--- config.mk ---
export PLATFORM = sky130hd
export DESIGN_NAME = rr_arb_8
export DESIGN_NICKNAME = d
export VERILOG_FILES = /design/src/rtl/arb_pkg.sv /design/src/rtl/dec_3to8_en.sv /design/src/rtl/rr_arb_8.sv
export SDC_FILE = /design/constraint.sdc
export NUM_CORES = 1
export LEC_CHECK = 0
export CORE_UTILIZATION = 47
export CTS_CLUSTER_DIAMETER = 40
export DETAILED_ROUTE_END_ITERATION = 6
export GPL_ROUTABILITY_DRIVEN = 1
export HOLD_SLACK_MARGIN = 0.08
export PLACE_DENSITY = 0.76
export SLEW_MARGIN = 40
export SYNTH_ARGS = -nofsm -noshare
export SYNTH_HDL_FRONTEND = slang
export SYNTH_HIERARCHICAL = 1
export SYNTH_SLANG_ARGS = --single-unit
--- constraint.sdc ---
create_clock -name clk -period 3.6 [get_ports clk]
set_input_delay 1.08 -clock clk [delete_from_list [all_inputs] [get_ports clk]]
set_output_delay 1.08 -clock clk [all_outputs]
set_load 0.02 [all_outputs]
--- src/rtl/arb_pkg.sv ---
// arb_pkg: shared encodings and sizes for the 8-way round-robin arbiter.
package arb_pkg;
    localparam int ARB_NUM_REQ = 8;
    localparam int ARB_IDX_W   = 3;
    typedef enum logic [1:0] {ST_IDLE = 2'd0, ST_GRANT = 2'd1} state_t;
endpackage

--- src/rtl/dec_3to8_en.sv ---
// dec_3to8_en: enabled 3-to-8 one-hot decoder.
module dec_3to8_en (
    input  logic       en,
    input  logic [2:0] sel,
    output logic [7:0] onehot
);
    assign onehot = en ? (8'b1 << sel) : 8'b0;
endmodule

--- src/rtl/rr_arb_8.sv ---
// rr_arb_8: round-robin arbiter with break-before-make grant hand-off.
// Optional forced release after MAX_HOLD cycles when RR_ARB_TIMEOUT_EN is defined.
module rr_arb_8
    import arb_pkg::*;
#(
    parameter int NUM_REQ  = ARB_NUM_REQ,
    parameter int IDX_W    = ARB_IDX_W,
    parameter int MAX_HOLD = 16
) (
    input  logic               clk,
    input  logic               reset,
    input  logic [NUM_REQ-1:0] req,
    output logic               gnt_en,
    output logic [IDX_W-1:0]   gnt_sel,
    output logic [NUM_REQ-1:0] gnt_onehot,
    output logic               busy,
    output logic               timeout
);
    if (NUM_REQ != 8 || IDX_W != $clog2(NUM_REQ) || MAX_HOLD < 2 || MAX_HOLD > 255)
        $error("rr_arb_8: unsupported parameter set");

    state_t                 state;
    logic   [IDX_W-1:0]     ptr;
    logic   [IDX_W-1:0]     idx;
    logic   [IDX_W-1:0]     win;
    logic   [2*NUM_REQ-1:0] dbl;
    logic   [NUM_REQ-1:0]   rot;
    logic                   expire;

    // Rotate so ptr lands at bit 0, take the lowest set bit, then undo the rotation.
    assign dbl = {req, req} >> ptr;
    assign rot = dbl[NUM_REQ-1:0];
    always_comb begin
        idx = '0;
        for (int i = NUM_REQ - 1; i >= 0; i--)
            if (rot[i]) idx = i[IDX_W-1:0];
    end
    assign win  = ptr + idx;
    assign busy = (state == ST_GRANT);

`ifdef RR_ARB_TIMEOUT_EN
    logic [7:0] hold_cnt;
    assign expire = (hold_cnt == 8'(MAX_HOLD - 1));
    always_ff @(posedge clk) begin
        if (reset) begin
            hold_cnt <= '0;
            timeout  <= 1'b0;
        end else begin
            hold_cnt <= busy ? hold_cnt + 8'd1 : 8'd0;
            timeout  <= busy && req[gnt_sel] && expire;
        end
    end
`else
    assign expire  = 1'b0;
    assign timeout = 1'b0;
`endif

    always_ff @(posedge clk) begin
        if (reset) begin
            state   <= ST_IDLE;
            gnt_en  <= 1'b0;
            gnt_sel <= '0;
            ptr     <= '0;
        end else if (state == ST_IDLE) begin
            if (|req) begin
                state   <= ST_GRANT;
                gnt_en  <= 1'b1;
                gnt_sel <= win;
                ptr     <= win + IDX_W'(1);
            end
        end else if (!req[gnt_sel] || expire) begin
            state  <= ST_IDLE;
            gnt_en <= 1'b0;
        end
    end

    dec_3to8_en u_dec (
        .en     (gnt_en),
        .sel    (gnt_sel),
        .onehot (gnt_onehot)
    );
endmodule

==> results of run 1 <==
## repair_timing
action,4_1_cts,5_1_grt
buffers inserted,13,0
pin swaps,8,7
resized for setup,46,14
endpoints found under the setup margin,4,2
## area by class of cell
type                            instances  share of cell area, %
Inverter                                6                   1.18
Clock buffer                            4                   1.37
Timing Repair Buffer                   75                   32.2
Tap cell                               30                   1.96
Sequential cell                         7                   7.39
Multi-Input combinational cell        122                   55.9
## registers in the layout, indices dropped and copies added, names as in the netlist
signal / count
ptr: 3
gnt_en: 1
gnt_sel: 3
## logic make-up after synthesis
| family | after synthesis | share of synthesized area [%] |
|---|---|---|
| xor gates and xnor gates | 4 | 2.80 |
| buffers and inverters | 24 | 10.1 |
| other | 1 | 0.300 |
| adders and majority gates | 3 | 3.60 |
| and+or+nand+nor | 71 | 38.0 |
| muxes | 18 | 21.6 |
| DFF | 7 | 11.2 |
| AOI/OAI and AO/OA | 25 | 12.3 |
## worst max path at each step
| stage | from | endpoint | slack, ns | cells after the start |
|---|---|---|---|---|
| CTS | req[7] | ptr[2] | -0.22 | 15 |
| floorplan | req[1] | ptr[2] | -0.14 | 12 |
| detailed placement | req[7] | ptr[2] | -0.89 | 15 |
| finish | req[2] | ptr[2] | -0.15 | 16 |
| global placement | req[7] | ptr[2] | -0.77 | 15 |
| global route | req[4] | ptr[2] | -0.25 | 14 |
## power groups by stage
stage	Combinational [mW]	Sequential, mW	Clock, mW
floorplan	0.647	0.152	0
global placement	0.897	0.177	0
detailed placement	0.936	0.179	0
CTS	1.02	0.178	0.0716
global route	1.22	0.194	0.0804
finish	1.13	0.185	0.0720
## cell usage in the layout, fill, tap and decap left out, drive strengths merged, types with 7 or more instances in the layout
cell / netlist / routed
a21oi: 12 / 12
nor4: 9 / 9
nand2: 7 / 7
mux4: 7 / 7
buf: 11 / 61
nor3: 20 / 20
dfxtp: 7 / 7
clkdlybuf4s50: 0 / 14
nor3b: 9 / 9
mux2i: 9 / 9
nor2: 11 / 11
## per-stage QoR
stage | utilization (%) | setup TNS (ns)
6_report | 76.6 | -0.150
5_1_grt | 76.6 | -0.245
4_1_cts | 73.9 | -0.220
3_5_place_dp | 68.5 | -2.18
3_3_place_gp | 68.5 | -1.77
2_1_floorplan | - | -0.140
## worst register-to-register path: stages, from the launching register on
cell	delay, ns
dfxtp_2	0.60
mux4_2	0.59
mux2i_2	0.21
nor2_1	0.08
nor3b_2	0.18
o22ai_1	0.10
nand3_1	0.10
ha_2	0.19
fa_2	0.46
ha_4	0.18
xor2_2	0.15
xnor2_2	0.14
buf_4	0.13
a31o_1	0.20
## per-layer routing
| layer | GRT usage [%] | wire length (um) | vias up |
|---|---|---|---|
| li1 | - | - | 699 |
| met1 | 38.7 | 1690 | 686 |
| met2 | 53.8 | 2000 | 63 |
| met3 | 2.82 | 245 | 15 |
| met4 | 11.0 | 119 | 0 |
| met5 | 0 | 0 | - |
==> impl_metrics.py, run 1 <==
metrics = {
    "global_route": {
        "overflow": 0,
        "grt_start_max_net_pins": 20,
        "grt_pass1_vias": 1398,
        "track_usage_pct": 30.6,
        "grt_pass1_wl_um": 6370,
        "antenna_found_initial": 0,
    },
    "synthesis": {
        "synth.most_common_cell": "nor3_1",
        "ys_seq_elements": 7,
        "synth-edff-count": 0,
        "syn_nets": 166,
        "yosysWarnings": 6,
        "ys.flop_type": "dfxtp_1",
        "synth_commonest_cells": "nor3_1 (19), a21oi_1 (12), nor2_1 (11), mux2i_1 (9), nor4_1 (8)",
        "synth_top_cell_area_share_pct": 12.6,
        "netlist_instances": 153,
        "ys_seq_area_share_pct": 11.2,
        "synth.largest_area_cell": "mux4_2",
        "synth.avg_cell_area_um2": 8.17,
        "synth.distinct_cells": 41,
        "syn_area_mm2": 0.00125,
        "synth_area_leaders": "mux4_2 (13%), dfxtp_1 (11%), nor3_1 (7.6%)",
        "ys_async_sr_fraction_pct": 0,
    },
    "routing": {
        "drt-initial-drc-count": 51,
        "vias": 1463,
        "drc": 0,
        "vias_per_cell": 6.00,
        "routed_wl_um": 4050,
        "ant_nets": 0,
        "dr.pass1.iters": 4,
        "wl_per_cell_um": 16.6,
    },
    "timing": {
        "max_freq_mhz": 267,
        "period_share_pct": 104,
        "min_period_ns": 3.75,
        "rsz0062_at_grt": "yes",
        "slew_violations": 0,
        "whs_ns": 0.674,
        "finalHoldViolCount": 0,
        "worst_slack_ns": -0.150,
        "worst_slew_pin_slew_ns": 0.543,
        "slew_headroom_pct": 63.5,
        "setup_viol_count_final": 1,
        "finClkSkew_ns": 0.00342,
    },
    "cells_and_area": {
        "ff_latch_area_um2": 141,
        "drive_gt1_share_pct": 48.1,
        "fin_area_mm2": 0.00191,
        "multi_input_area_mm2": 0.00107,
        "stdcell_count": 244,
        "n_fill_cell": 175,
        "diodes": 0,
        "area_delta_synth_final_pct": 53.2,
        "nNetsFinal": 228,
    },
    "hold_path": {
        "hp-start": "gnt_en",
        "holdPathEnd": "gnt_en",
        "hold_class": "register to register",
        "worstHoldPathCells": 2,
    },
    "power_and_ir_drop": {
        "fin_total_pwr_mw": 1.38,
        "switching_share_pct": 43.3,
        "switchingPower_uw": 599,
        "pwr-share-seq_pct": 13.3,
        "clockPowerShare_pct": 5.2,
        "p_leak_nw": 0.811,
        "ir_drop_mv": 0.708,
        "p_int_uw": 784,
        "power.density_mw_per_mm2": 723,
        "pwr-share-comb_pct": 81.4,
    },
    "placed_design": {
        "place_congestion": 0.926,
        "dp_cells": 227,
        "dp_slack_ns": -0.892,
        "io_buffers": 22,
        "hpwlAfterDp_um": 2900,
        "placed_area_mm2": 0.00171,
    },
    "floorplanning": {
        "dieArea_mm2": 0.00287,
        "die_x_um": 53.6,
        "pin_count": 24,
        "num_rows": 18,
        "core_area_mm2": 0.00250,
        "start_util_pct": 50.0,
        "die_height_um": 53.6,
    },
    "clock_network": {
        "clk_path_buf_depth": 2,
        "htreeDepth": 1,
        "clkTransAtPathRegs_ns": 0.06,
        "root_buffer": "clkbuf_4",
        "insertion_delay_ns": 0.25,
        "cts_hold_buf": 0,
        "clock_sinks": 7,
        "cts_tree": "built",
        "cts_buffers": 3,
    },
    "critical_path": {
        "r2r_slack_ns": 0.18,
        "arrival_ns": 3.89,
        "reg2regPathDepth": 13,
        "crit_family": "adder cells",
        "cp_max_fo": 7,
        "crit_chain": "buf_6, buf_6, buf_4, inv_1, a21oi_1, mux4_2, o32ai_1, o22ai_1, nand3_1, ha_2, fa_2, ha_4, xor2_2, xnor2_2, buf_4, a31o_1",
        "cp_num_buf_inv": 5,
        "max_stage_delay_ns": 0.46,
        "startpoint_type": "primary input",
        "crit_slowest_cell": "fa_2",
        "r2r-start": "ptr[1]",
        "timing_worst_setup_path_type": "primary input to register",
        "endpoint_kind": "register",
        "timing.rr.end": "ptr[2]",
        "crit_required_ns": 3.74,
    },
    "outcome": {
        "failed_checks": "setup timing",
        "outcome": "finished with violations",
    },
    "run": {
        "max-cap-violations": 0,
    },
}
(Power assumes the default switching activity.)
==> run 2: changes to the inputs <==
--- a/config.mk
+++ b/config.mk
@@ -5,6 +5,7 @@
 export SDC_FILE = /design/constraint.sdc
 export NUM_CORES = 1
 export LEC_CHECK = 0
+export ABC_AREA = 0
 export CORE_UTILIZATION = 47
 export CTS_CLUSTER_DIAMETER = 40
 export DETAILED_ROUTE_END_ITERATION = 6
==> results of run 2 <==
Same layout as run 1: the final DEF is identical, and so are final timing and power.
==> run 3: changes to the inputs <==
--- a/config.mk
+++ b/config.mk
@@ -6,8 +6,9 @@
 export NUM_CORES = 1
 export LEC_CHECK = 0
 export ABC_AREA = 0
-export CORE_UTILIZATION = 47
+export CORE_UTILIZATION = 49
 export CTS_CLUSTER_DIAMETER = 40
+export CTS_CLUSTER_SIZE = 16
 export DETAILED_ROUTE_END_ITERATION = 6
 export GPL_ROUTABILITY_DRIVEN = 1
 export HOLD_SLACK_MARGIN = 0.08
==> constraint.sdc (replaced) <==
create_clock -name clk -period 4.6 [get_ports clk]
set_input_delay 1.38 -clock clk [delete_from_list [all_inputs] [get_ports clk]]
set_output_delay 1.38 -clock clk [all_outputs]
set_load 0.02 [all_outputs]
==> run 3 against run 2 <==
- the flow now finishes without violations
- count of clock-buffer cells in the layout stayed put
- sequential share of layout area grew 1.4 points
- register-to-register slack improved by 0.75 ns
- worst setup slack better by 0.31 ns
- clock skew is 0.00075 ns higher
- total power fell by 39%
- global-route usage shrank 2.4 points
- via count is 9.2% lower
- design area shrank 17%
- combinational power shrank 43%
- largest cell class unchanged
- largest power group unchanged
==> impl_metrics.py, run 3 (synthesized netlist as in run 1, its figures left out) <==
metrics = {
    "routing": {
        "routed_wl_um": 3520,
        "wl_per_cell_um": 16.8,
        "dr.pass1.iters": 4,
        "vias_per_cell": 6.35,
        "vias": 1328,
        "drt-initial-drc-count": 15,
        "ant_nets": 0,
        "drc": 0,
    },
    "timing": {
        "max_freq_mhz": 225,
        "rsz0062_at_grt": "no",
        "worst_slew_pin_slew_ns": 0.702,
        "finClkSkew_ns": 0.00417,
        "period_share_pct": 96.5,
        "setup_viol_count_final": 0,
        "setup_tns_ns": 0,
        "slew_violations": 0,
        "min_period_ns": 4.44,
        "slew_headroom_pct": 53.1,
        "finalHoldViolCount": 0,
    },
    "power_and_ir_drop": {
        "p_leak_nw": 0.619,
        "ir_drop_mv": 0.399,
        "power.density_mw_per_mm2": 529,
        "fin_total_pwr_uw": 845,
    },
    "clock_network": {
        "clk_path_buf_depth": 2,
        "cts_tree": "built",
        "clock_sinks": 7,
        "cts_hold_buf": 0,
        "cts_buffers": 3,
        "insertion_delay_ns": 0.25,
        "root_buffer": "clkbuf_4",
        "clkTransAtPathRegs_ns": 0.05,
        "post_cts_buffers": 0,
        "htreeDepth": 1,
    },
    "critical_path": {
        "timing.rr.end": "ptr[2]",
        "r2r_slack_ns": 0.93,
        "startpoint_type": "primary input",
        "timing_worst_setup_path_type": "primary input to register",
        "endpoint_kind": "register",
        "cp_max_fo": 8,
        "crit_required_ns": 4.75,
        "r2r-start": "ptr[1]",
        "reg2regPathDepth": 12,
        "arrival_ns": 4.59,
    },
    "placed_design": {
        "hpwlAfterDp_um": 2700,
        "place_congestion": 0.810,
        "io_buffers": 22,
    },
    "floorplanning": {
        "dieArea_mm2": 0.00276,
        "core_area_mm2": 0.00230,
        "die_x_um": 52.5,
        "start_util_pct": 54.4,
        "num_rows": 17,
        "die_height_um": 52.5,
        "pin_count": 24,
    },
    "hold_path": {
        "hp-start": "gnt_en",
        "worstHoldPathCells": 2,
        "hold_class": "register to register",
        "holdPathEnd": "gnt_en",
    },
    "global_route": {
        "overflow": 0,
        "grt_pass1_vias": 1296,
        "grt_pass1_wl_um": 5760,
        "antenna_found_initial": 0,
        "grt_start_max_net_pins": 22,
        "track_usage_pct": 28.2,
    },
    "cells_and_area": {
        "drive_gt1_share_pct": 28.2,
        "final_cell_mix": "clkdlybuf4s50_1 (22), buf_4 (20), nor3_1 (18)",
        "diodes": 0,
        "final_common_cell": "clkdlybuf4s50_1",
        "nNetsFinal": 195,
        "reg_top3": "gnt_sel: 3 flops, ptr: 3 flops, gnt_en: 1 flops",
        "area_delta_synth_final_pct": 27.7,
    },
    "run": {
        "max-cap-violations": 0,
    },
    "outcome": {
        "outcome": "finished, final reports clean",
    },
}
-- run 3: changes by cell type in the layout (fill, tap and decap cells not counted), sizes merged --
cell           delta
buf              -41
clkdlybuf4s50     +8
-- run 3: cell type report --
| class | count | area [um^2] |
|---|---|---|
| Inverter | 6 | 22.5 |
| Clock buffer | 4 | 26.3 |
| Sequential cell | 7 | 140 |
| Fill cell | 198 | 701 |
| Tap cell | 28 | 35.0 |
| Timing Repair Buffer | 42 | 370 |
| Multi-Input combinational cell | 122 | 1000 |
-- run 3: worst max-delay path by stage --
stage / startpoint / cells after the start / to / slack [ns]
global route: req[1] / 13 / ptr[2] / 0.01
floorplan: req[7] / 14 / ptr[2] / 0.44
finish: req[6] / 13 / ptr[2] / 0.16
CTS: req[7] / 13 / ptr[2] / 0.16
detailed placement: req[7] / 13 / ptr[2] / -0.09
global placement: req[2] / 13 / ptr[2] / -0.05
-- run 3: what timing repair did --
item | in CTS | in global routing
endpoints found under the setup margin | 0 | 1
resized for setup | 0 | 3
endpoints found under the hold margin | 0 | 0
-- run 3: where the power goes --
group	leakage (nW)	internal (mW)	switching, mW	total (mW)
registers	0.0580	0.0820	0.0571	0.139
logic	0.546	0.334	0.315	0.649
clock network	0.0150	0.0332	0.0238	0.0569
-- run 3: routing by layer --
metal / routed length, um / GRT usage, % / up-vias
li1: - / - / 629
met1: 1470 / 33.6 / 651
met2: 1860 / 50.0 / 42
met3: 134 / 5.22 / 6
met4: 59 / 9.21 / 0
met5: 0 / 0 / -
-- run 3: per-stage QoR --
step	util, %	area, um^2	std cells	hold slack (ns)	worst slack (ns)
after floorplan	-	1250	153	0.618	0.439
after detailed placement	67.5	1550	205	0.639	-0.0927
final	69.5	1600	209	0.662	0.160
after global routing	69.5	1600	209	0.741	0.0148
after CTS	68.7	1580	209	0.649	0.162
after global placement	67.5	1550	205	0.626	-0.0506
-- run 3: worst max-delay path, cell delays in order --
cell and delay, ns:
clkdlybuf4s50_1 0.55, o21a_1 0.26, mux4_2 0.46, o32ai_1 0.28
o22ai_1 0.14, nand3_1 0.08, ha_1 0.16, fa_1 0.43
ha_1 0.20, xor2_1 0.15, xnor2_1 0.18, a21oi_1 0.10
a31o_1 0.21
